### src/rtl/alu_cmd_issue.sv
// Command FIFO + valid/ready response slot wrapped around a combinational 4-bit ALU.
// Optional accumulator forwarding is enabled with `define ALU_ACC_FWD_EN.
module alu_cmd_issue #(
    parameter int DEPTH = 4
) (
    input  logic                       clk,
    input  logic                       rst,
    input  logic                       cmd_valid,
    output logic                       cmd_ready,
    input  logic [3:0]                 cmd_a,
    input  logic [3:0]                 cmd_b,
    input  logic [2:0]                 cmd_op,
    input  logic                       cmd_use_acc,
    output logic [3:0]                 alu_a,
    output logic [3:0]                 alu_b,
    output logic [2:0]                 alu_ctrl,
    input  logic [3:0]                 alu_result,
    input  logic                       alu_carry_out,
    input  logic                       alu_zero,
    output logic                       rsp_valid,
    input  logic                       rsp_ready,
    output logic [3:0]                 rsp_result,
    output logic                       rsp_carry,
    output logic                       rsp_zero,
    output logic [$clog2(DEPTH):0]     fifo_count
);

    localparam int AW = $clog2(DEPTH);

    typedef enum logic {
        RSP_EMPTY = 1'b0,
        RSP_FULL  = 1'b1
    } rsp_state_t;

    rsp_state_t state_q, state_d;

    logic [3:0]    mem_a  [DEPTH];
    logic [3:0]    mem_b  [DEPTH];
    logic [2:0]    mem_op [DEPTH];
    logic [AW-1:0] wr_ptr, rd_ptr;
    logic [AW:0]   count;
    logic          push, issue, fifo_empty, carry_sel;

    assign fifo_empty = (count == '0);
    assign cmd_ready  = (count < (AW+1)'(DEPTH));
    assign push       = cmd_valid && cmd_ready;
    assign rsp_valid  = (state_q == RSP_FULL);
    assign issue      = !fifo_empty && (!rsp_valid || rsp_ready);
    assign fifo_count = count;

`ifdef ALU_ACC_FWD_EN
    logic       mem_use_acc [DEPTH];
    logic [3:0] acc;

    always_ff @(posedge clk) begin
        if (push) mem_use_acc[wr_ptr] <= cmd_use_acc;
        if (rst)        acc <= '0;
        else if (issue) acc <= alu_result;
    end

    assign alu_a = fifo_empty ? '0 : (mem_use_acc[rd_ptr] ? acc : mem_a[rd_ptr]);
`else
    logic unused_use_acc;
    assign unused_use_acc = cmd_use_acc;
    assign alu_a = fifo_empty ? '0 : mem_a[rd_ptr];
`endif

    assign alu_b    = fifo_empty ? '0 : mem_b[rd_ptr];
    assign alu_ctrl = fifo_empty ? '0 : mem_op[rd_ptr];

    // Carry is only meaningful for ADD (000) and SUB (001).
    assign carry_sel = (alu_ctrl == 3'b000 || alu_ctrl == 3'b001) ? alu_carry_out : 1'b0;

    always_ff @(posedge clk) begin
        if (push) begin
            mem_a[wr_ptr]  <= cmd_a;
            mem_b[wr_ptr]  <= cmd_b;
            mem_op[wr_ptr] <= cmd_op;
        end
    end

    always_ff @(posedge clk) begin
        if (rst) begin
            wr_ptr <= '0;
            rd_ptr <= '0;
            count  <= '0;
        end else begin
            if (push)  wr_ptr <= wr_ptr + 1'b1;
            if (issue) rd_ptr <= rd_ptr + 1'b1;
            case ({push, issue})
                2'b10:   count <= count + 1'b1;
                2'b01:   count <= count - 1'b1;
                default: count <= count;
            endcase
        end
    end

    always_ff @(posedge clk) begin
        if (rst) begin
            state_q    <= RSP_EMPTY;
            rsp_result <= '0;
            rsp_carry  <= 1'b0;
            rsp_zero   <= 1'b0;
        end else begin
            state_q <= state_d;
            if (issue) begin
                rsp_result <= alu_result;
                rsp_carry  <= carry_sel;
                rsp_zero   <= alu_zero;
            end
        end
    end

    always_comb begin
        state_d = state_q;
        case (state_q)
            RSP_EMPTY: if (issue) state_d = RSP_FULL;
            RSP_FULL: begin
                if (issue)          state_d = RSP_FULL;
                else if (rsp_ready) state_d = RSP_EMPTY;
            end
            default: state_d = RSP_EMPTY;
        endcase
    end

endmodule

### config.mk
export PLATFORM = sky130hd
export DESIGN_NAME = alu_cmd_issue
export DESIGN_NICKNAME = d
export VERILOG_FILES = /design/src/rtl/alu_cmd_issue.sv
export SDC_FILE = /design/constraint.sdc
export NUM_CORES = 1
export LEC_CHECK = 0
export ABC_AREA = 1
export CAP_MARGIN = 20
export CORE_UTILIZATION = 47
export DETAILED_ROUTE_END_ITERATION = 12
export GPL_ROUTABILITY_DRIVEN = 0
export MAX_ROUTING_LAYER = met4
export PLACE_DENSITY = 0.77
export SLEW_MARGIN = 5
export SYNTH_ARGS = -nofsm -noshare
export SYNTH_HDL_FRONTEND = slang
export SYNTH_SLANG_ARGS = --single-unit
### constraint.sdc
create_clock -name clk -period 3.2 [get_ports clk]
set_clock_uncertainty 0.1 [all_clocks]
set_input_delay 0.48 -clock clk [delete_from_list [all_inputs] [get_ports clk]]
set_output_delay 0.48 -clock clk [all_outputs]
set_load 0.1 [all_outputs]
==> impl_metrics.yaml <==
logic_synthesis:
  synth-edff-count: 44
  ys_warn_count: 0
  synthArstFlopShare_pct: 0
  synth_top_area_cell: "edfxtp_1"
  synth_seq_cells: 60
  avgSynthCellArea_um2: 10.6
  synth_top_area_share_pct: 53.9
  syn_nets: 259
  ys_top_cells_by_area: "edfxtp_1 54%, dfxtp_1 13%, nor2_1 8.1%"
  ys_seq_area_share_pct: 67.0
  synth_common_cells: "53 x nor2_1, 44 x edfxtp_1, 30 x o21ai_0, 27 x inv_1"
  ys_types: 19
  synth_ff_type: "edfxtp_1"
  syn-instance-count: 231
  yosysMostFrequentCell: "nor2_1"
  synth_area_um2: 2450
worst_setup_path:
  reg2regPathDepth: 11
  crit_path_max_fanout: 23
  critPathCaptureType: "output port"
  crit-reg2reg-launch: "fifo_count[2]"
  worstSetupPathType: "register to output port"
  max_stage_delay_ps: 870
  crit_chain: "inv_2 > o21ai_0 > a21oi_4 > buf_4"
  worstReg2RegEnd: "fifo_count[2]"
  cp_slowest_cell: "dfxtp_1"
  crit_required_ps: 2620
  start_kind: "register"
  crit_end: "alu_b[1]"
  arrival_ps: 2340
  ff2ff_setup_slack_ps: 790
clock_tree:
  cts_buffers: 9
  clk_latency_ps: 330
  ctsHoldBuffers: 0
  cts_tree: "done"
  cts_setup_buffers: 0
  clkTransAtPathRegs_ps: 70
  cts_root_buf: "clkbuf_8"
  clock_path_buffers: 2
  htreeDepth: 3
  cts_sinks: 60
  post_cts_resized: 0
sta:
  min_period_ps: 2920
  final.setup.tns_ps: 0
  clock.fmax_mhz: 342
  slew_headroom_pct: 44.0
  setup_violations: 0
  rsz0062_at_grt: "false"
  report.final.slew_viol_count: 0
  tightest_slew_ps: 839
  worst_slack_ps: 278
  post-route-period-util_pct: 91.3
  finalHoldViolCount: 0
grt:
  grt_start_max_net_pins: 24
  grt_overflow: 0
  gr-usage-all-layers_pct: 19.9
  grt_pass1_vias: 1635
  antenna_found_initial: 0
  grt_pass1_wl_um: 7530
floorplan:
  row_count: 25
  die_y_um: 74.2
  pin_count: 44
  die_area_um2: 5500
  start_util_pct: 50.2
  coreArea_um2: 4880
  dieWidth_um: 74.2
worst_hold_path:
  hp-class: "register to register"
final_layout:
  final.fill_count: 390
  layout.nets: 308
  drive_above_1_share_pct: 20.4
  diodes: 0
  area_growth_pct: 29.7
placement:
  detailedPlace.worstSlack_ps: 317
  portBuffers: 42
  dp_hpwl_um: 3090
drt:
  routed_wl_um: 4650
  dr.pass1.iters: 5
  num_vias: 1692
  ant_nets: 0
  vias_per_cell: 4.81
  drc: 0
  drt-wirelength-per-cell_um: 13.2
  drt_iter0_markers: 65
flow_run:
  max_cap_violations: 0
run_status:
  status: "complete, no violations"
[critical path, delay by kind of cell (launching register included)]
family          cells  cell delay [ps]
compound gates      2              550
flops               1              870
buf+inv             2              580
[logic make-up (layout without fill, tap and decap cells)]
logic type | after synthesis | in the layout | share of synthesized area, %
simple gates | 79 | 79 | 12.8
flops | 60 | 60 | 67.0
compound gates | 49 | 49 | 10.2
buf+inv | 37 | 91 | 6.69
fa+ha+maj | 6 | 6 | 3.37
[cells in the final DEF (no fill, tap or decap), drive strengths merged]
| cell | count |
|---|---|
| clkbuf | 10 |
| nand2 | 18 |
| inv | 30 |
| buf | 27 |
| nor2 | 53 |
| dfxtp | 16 |
| ha | 5 |
| edfxtp | 44 |
| fa | 1 |
| a21oi | 19 |
| clkinvlp | 1 |
| o21ai | 30 |
| clkinv | 3 |
| nand3 | 7 |
| clkdlybuf4s50 | 20 |
| and3 | 1 |
[flip-flops by register name (all words and copies together) (netlist names), named ones only]
register    cells
rd_ptr          2
rsp_valid       1
mem_op         12
rsp_carry       1
rsp_zero        1
wr_ptr          2
rsp_result      4
mem_a          16
fifo_count      3
mem_b          16
[layout make-up]
type | instances | area (um^2) | area share [%]
flip-flops and latches | 60 | 1640 | 51.7
multi-input cells | 134 | 757 | 23.8
repair buffers | 47 | 403 | 12.7
clock buffers | 10 | 149 | 4.69
inverters | 28 | 109 | 3.43
well taps | 67 | 83.8 | 2.64
clock inverters | 6 | 33.8 | 1.06
[through the flow]
step	hold WS (ps)	cells	cell area (um^2)	util [%]
3_3_place_gp	368	336	3000	61.4
4_1_cts	399	352	3180	65.1
2_1_floorplan	376	231	2570	-
3_5_place_dp	383	336	3000	61.4
6_report	396	352	3180	65.1
5_1_grt	419	352	3180	65.1
[layer usage]
metal	track usage, %	wire, um	vias to the layer above
met5	-	0	-
met4	10.0	70	0
met3	5.83	310	9
met2	31.7	2230	65
met1	22.9	2040	753
li1	-	-	865
[how the worst min path moves through the flow]
stage	from	end	slack, ps	cells after the start
final	rsp_carry	rsp_carry	400	2
after CTS	rsp_zero	rsp_zero	400	2
after detailed placement	rsp_result[0]	rsp_result[0]	380	2
after global routing	rsp_result[0]	rsp_result[0]	420	2
after global placement	rsp_carry	rsp_carry	370	2
after floorplan	rd_ptr[0]	register	380	2
Power is not shown: default switching activity piles up to over one toggle a cycle in this logic, so the estimate is an artifact.
==> variant, RTL diff (config.mk and constraints unchanged) <==
Register the output `fifo_count` once more, with the module's reset; this adds one clock of latency there. The other outputs are not delayed to match.
--- a/src/rtl/alu_cmd_issue.sv
+++ b/src/rtl/alu_cmd_issue.sv
@@ -47,5 +47,11 @@
     assign rsp_valid  = (state_q == RSP_FULL);
     assign issue      = !fifo_empty && (!rsp_valid || rsp_ready);
-    assign fifo_count = count;
+    always_ff @(posedge clk) begin
+        if (rst) begin
+            fifo_count <= '0;
+        end else begin
+            fifo_count <= count;
+        end
+    end
 
 `ifdef ALU_ACC_FWD_EN
Formal check against the unedited RTL: not equivalent (a bounded check fails within 4 cycles, from zero or initial values and one cycle with rst high).
==> variant against the original RTL <==
Critical path depth grew 1; global-route usage shrank 1.6 points; register-to-register slack gained 0.25 ns; critical path type unchanged; non-clock buffer count is the same; wire length shrank 4.4%; worst setup slack gained 0.28 ns; synthesized area grew 2.6%; count of clock-buffer cells in the layout is the same; via count grew 1.5%; cell area shrank 1.1%; sequential cell count grew 3.
Power is left out: the tool's default activity adds up to more than one toggle a clock period on the data nets, which glitch-free logic cannot reach.
==> variant: results (changes against the original RTL) <==
STA
  • Hold slack final: 0.355 ns (was 0.396 ns)
  • Period utilization: 82.7% (was 91.3%)

Setup path
  • Worst-path fanout max: 12 (was 23)
  • Slowest stage delay, CP: 0.62 ns (was 0.87 ns)
  • Critical Path End: alu_b[3] (was alu_b[1])
  • Critical path arrival: 2.07 ns (was 2.34 ns)
  • Reg-to-Reg End: count[2]$_SDFFE_PP0P_ (was fifo_count[2]$_SDFFE_PP0P_)
  • Crit path max-delay family: buffers and inverters (was flip-flops)
  • Worst R2R Start: count[1]$_SDFFE_PP0P_ (was fifo_count[2]$_SDFFE_PP0P_)

GRT
  • Met1 Use GR: 21.6% (was 22.9%)
  • M3 GR Usage: 5.22% (was 5.83%)
  • Initial antenna violation count: 0 (unchanged)
  • Met2 Use GR: 27.9% (was 31.7%)
  • First-pass GRT wire length: 6.95 mm (was 7.53 mm)
  • GR Util All Layers: 18.3% (was 19.9%)
  • Largest net degree at the start of global routing: 23 (was 24)
  • Vias in the first global route: 1508 (was 1635)

Logic synthesis
  • Synth Area in Compound Gates: 9.86% (was 10.2%)
  • Mapped Nets: 263 (was 259)
  • Seq/Total Area, Yosys: 67.7% (was 67.0%)
  • Synth Area in Adders: 3.29% (was 3.37%)
  • Unique cell type count in the Yosys netlist: 21 (was 19)
  • Synth area leaders: edfxtp_1 (53%), dfxtp_1 (15%), nor2_1 (8.7%) (was edfxtp_1 (54%), dfxtp_1 (13%), nor2_1 (8.1%))
  • Commonest cells post-synth: nor2_1 (58), edfxtp_1 (44), o21ai_0 (29) (was nor2_1 (53), edfxtp_1 (44), o21ai_0 (30))
  • Syn_area_per_cell: 10.7 µm² (was 10.6 µm²)
  • Asr flop ratio synth: 0% (unchanged)

Min path
  • Hold Startpoint: rd_ptr[1]$_SDFFE_PP0P_ (was rsp_carry$_SDFFE_PP0P_)
  • WHS Endpoint: rd_ptr[1]$_SDFFE_PP0P_ (was rsp_carry$_SDFFE_PP0P_)
  • WHS Path Cells: 1 (was 2)

Detailed routing
  • Drt wl/cell: 12.4 µm (was 13.2 µm)
  • Met3 WL post-DR: 164 µm (was 310 µm)
  • DR vias/cell: 4.77 (was 4.81)
  • Routed length on met2: 2.25 mm (was 2.23 mm)
  • Initial DRC count: 131 (was 65)
  • Wl on met1: 1.95 mm (was 2.04 mm)
  • Drt first pass iters: 4 (was 5)

Place
  • Place WS: 0.528 ns (was 0.317 ns)
  • Post-Place Cells: 344 (was 336)

Cells and area
  • Fin nets: 313 (was 308)
  • Post-route insts no fill: 360 (was 352)

Clock tree
  • Max clock buf depth: 2 (unchanged)
  • Clock Tree Root: clkbuf_8 (unchanged)
  • Clock transition at path regs: 0.06 ns

Outcome
  • Status: completed (unchanged)
## variant: changes by cell type in the layout (fill, tap and decap cells not counted), moves of 3 or more
cell and delta:
nor2_1 +5, dfxtp_1 +4, a21oi_1 +9, inv_4 -3
a21oi_4 -10
## variant: logic make-up (layout without fill, tap and decap cells)
kind of cell	Yosys count	count (layout)
flip-flops	63	63
adder cells (fa/ha/maj)	6	6
AO/OA/AOI/OAI	48	48
buffers and inverters	35	90
AND/OR/NAND/NOR	83	83
## variant: area by class of cell
class,count,area (µm²)
Tap cell,70,87.6
Inverter,27,101
Clock buffer,10,128
Sequential cell,63,1700
Timing Repair Buffer,47,403
Clock inverter,6,61.3
Multi-Input combinational cell,137,659
Fill cell,417,2000
## variant: worst register-to-register path, delay by kind of cell (launching register included)
kind	cells	cell delay [ns]
adders and majority gates	2	0.54
DFF	1	0.34
AOI/OAI and AO/OA	4	0.50
and+or+nand+nor	2	0.25
buffers and inverters	3	0.31
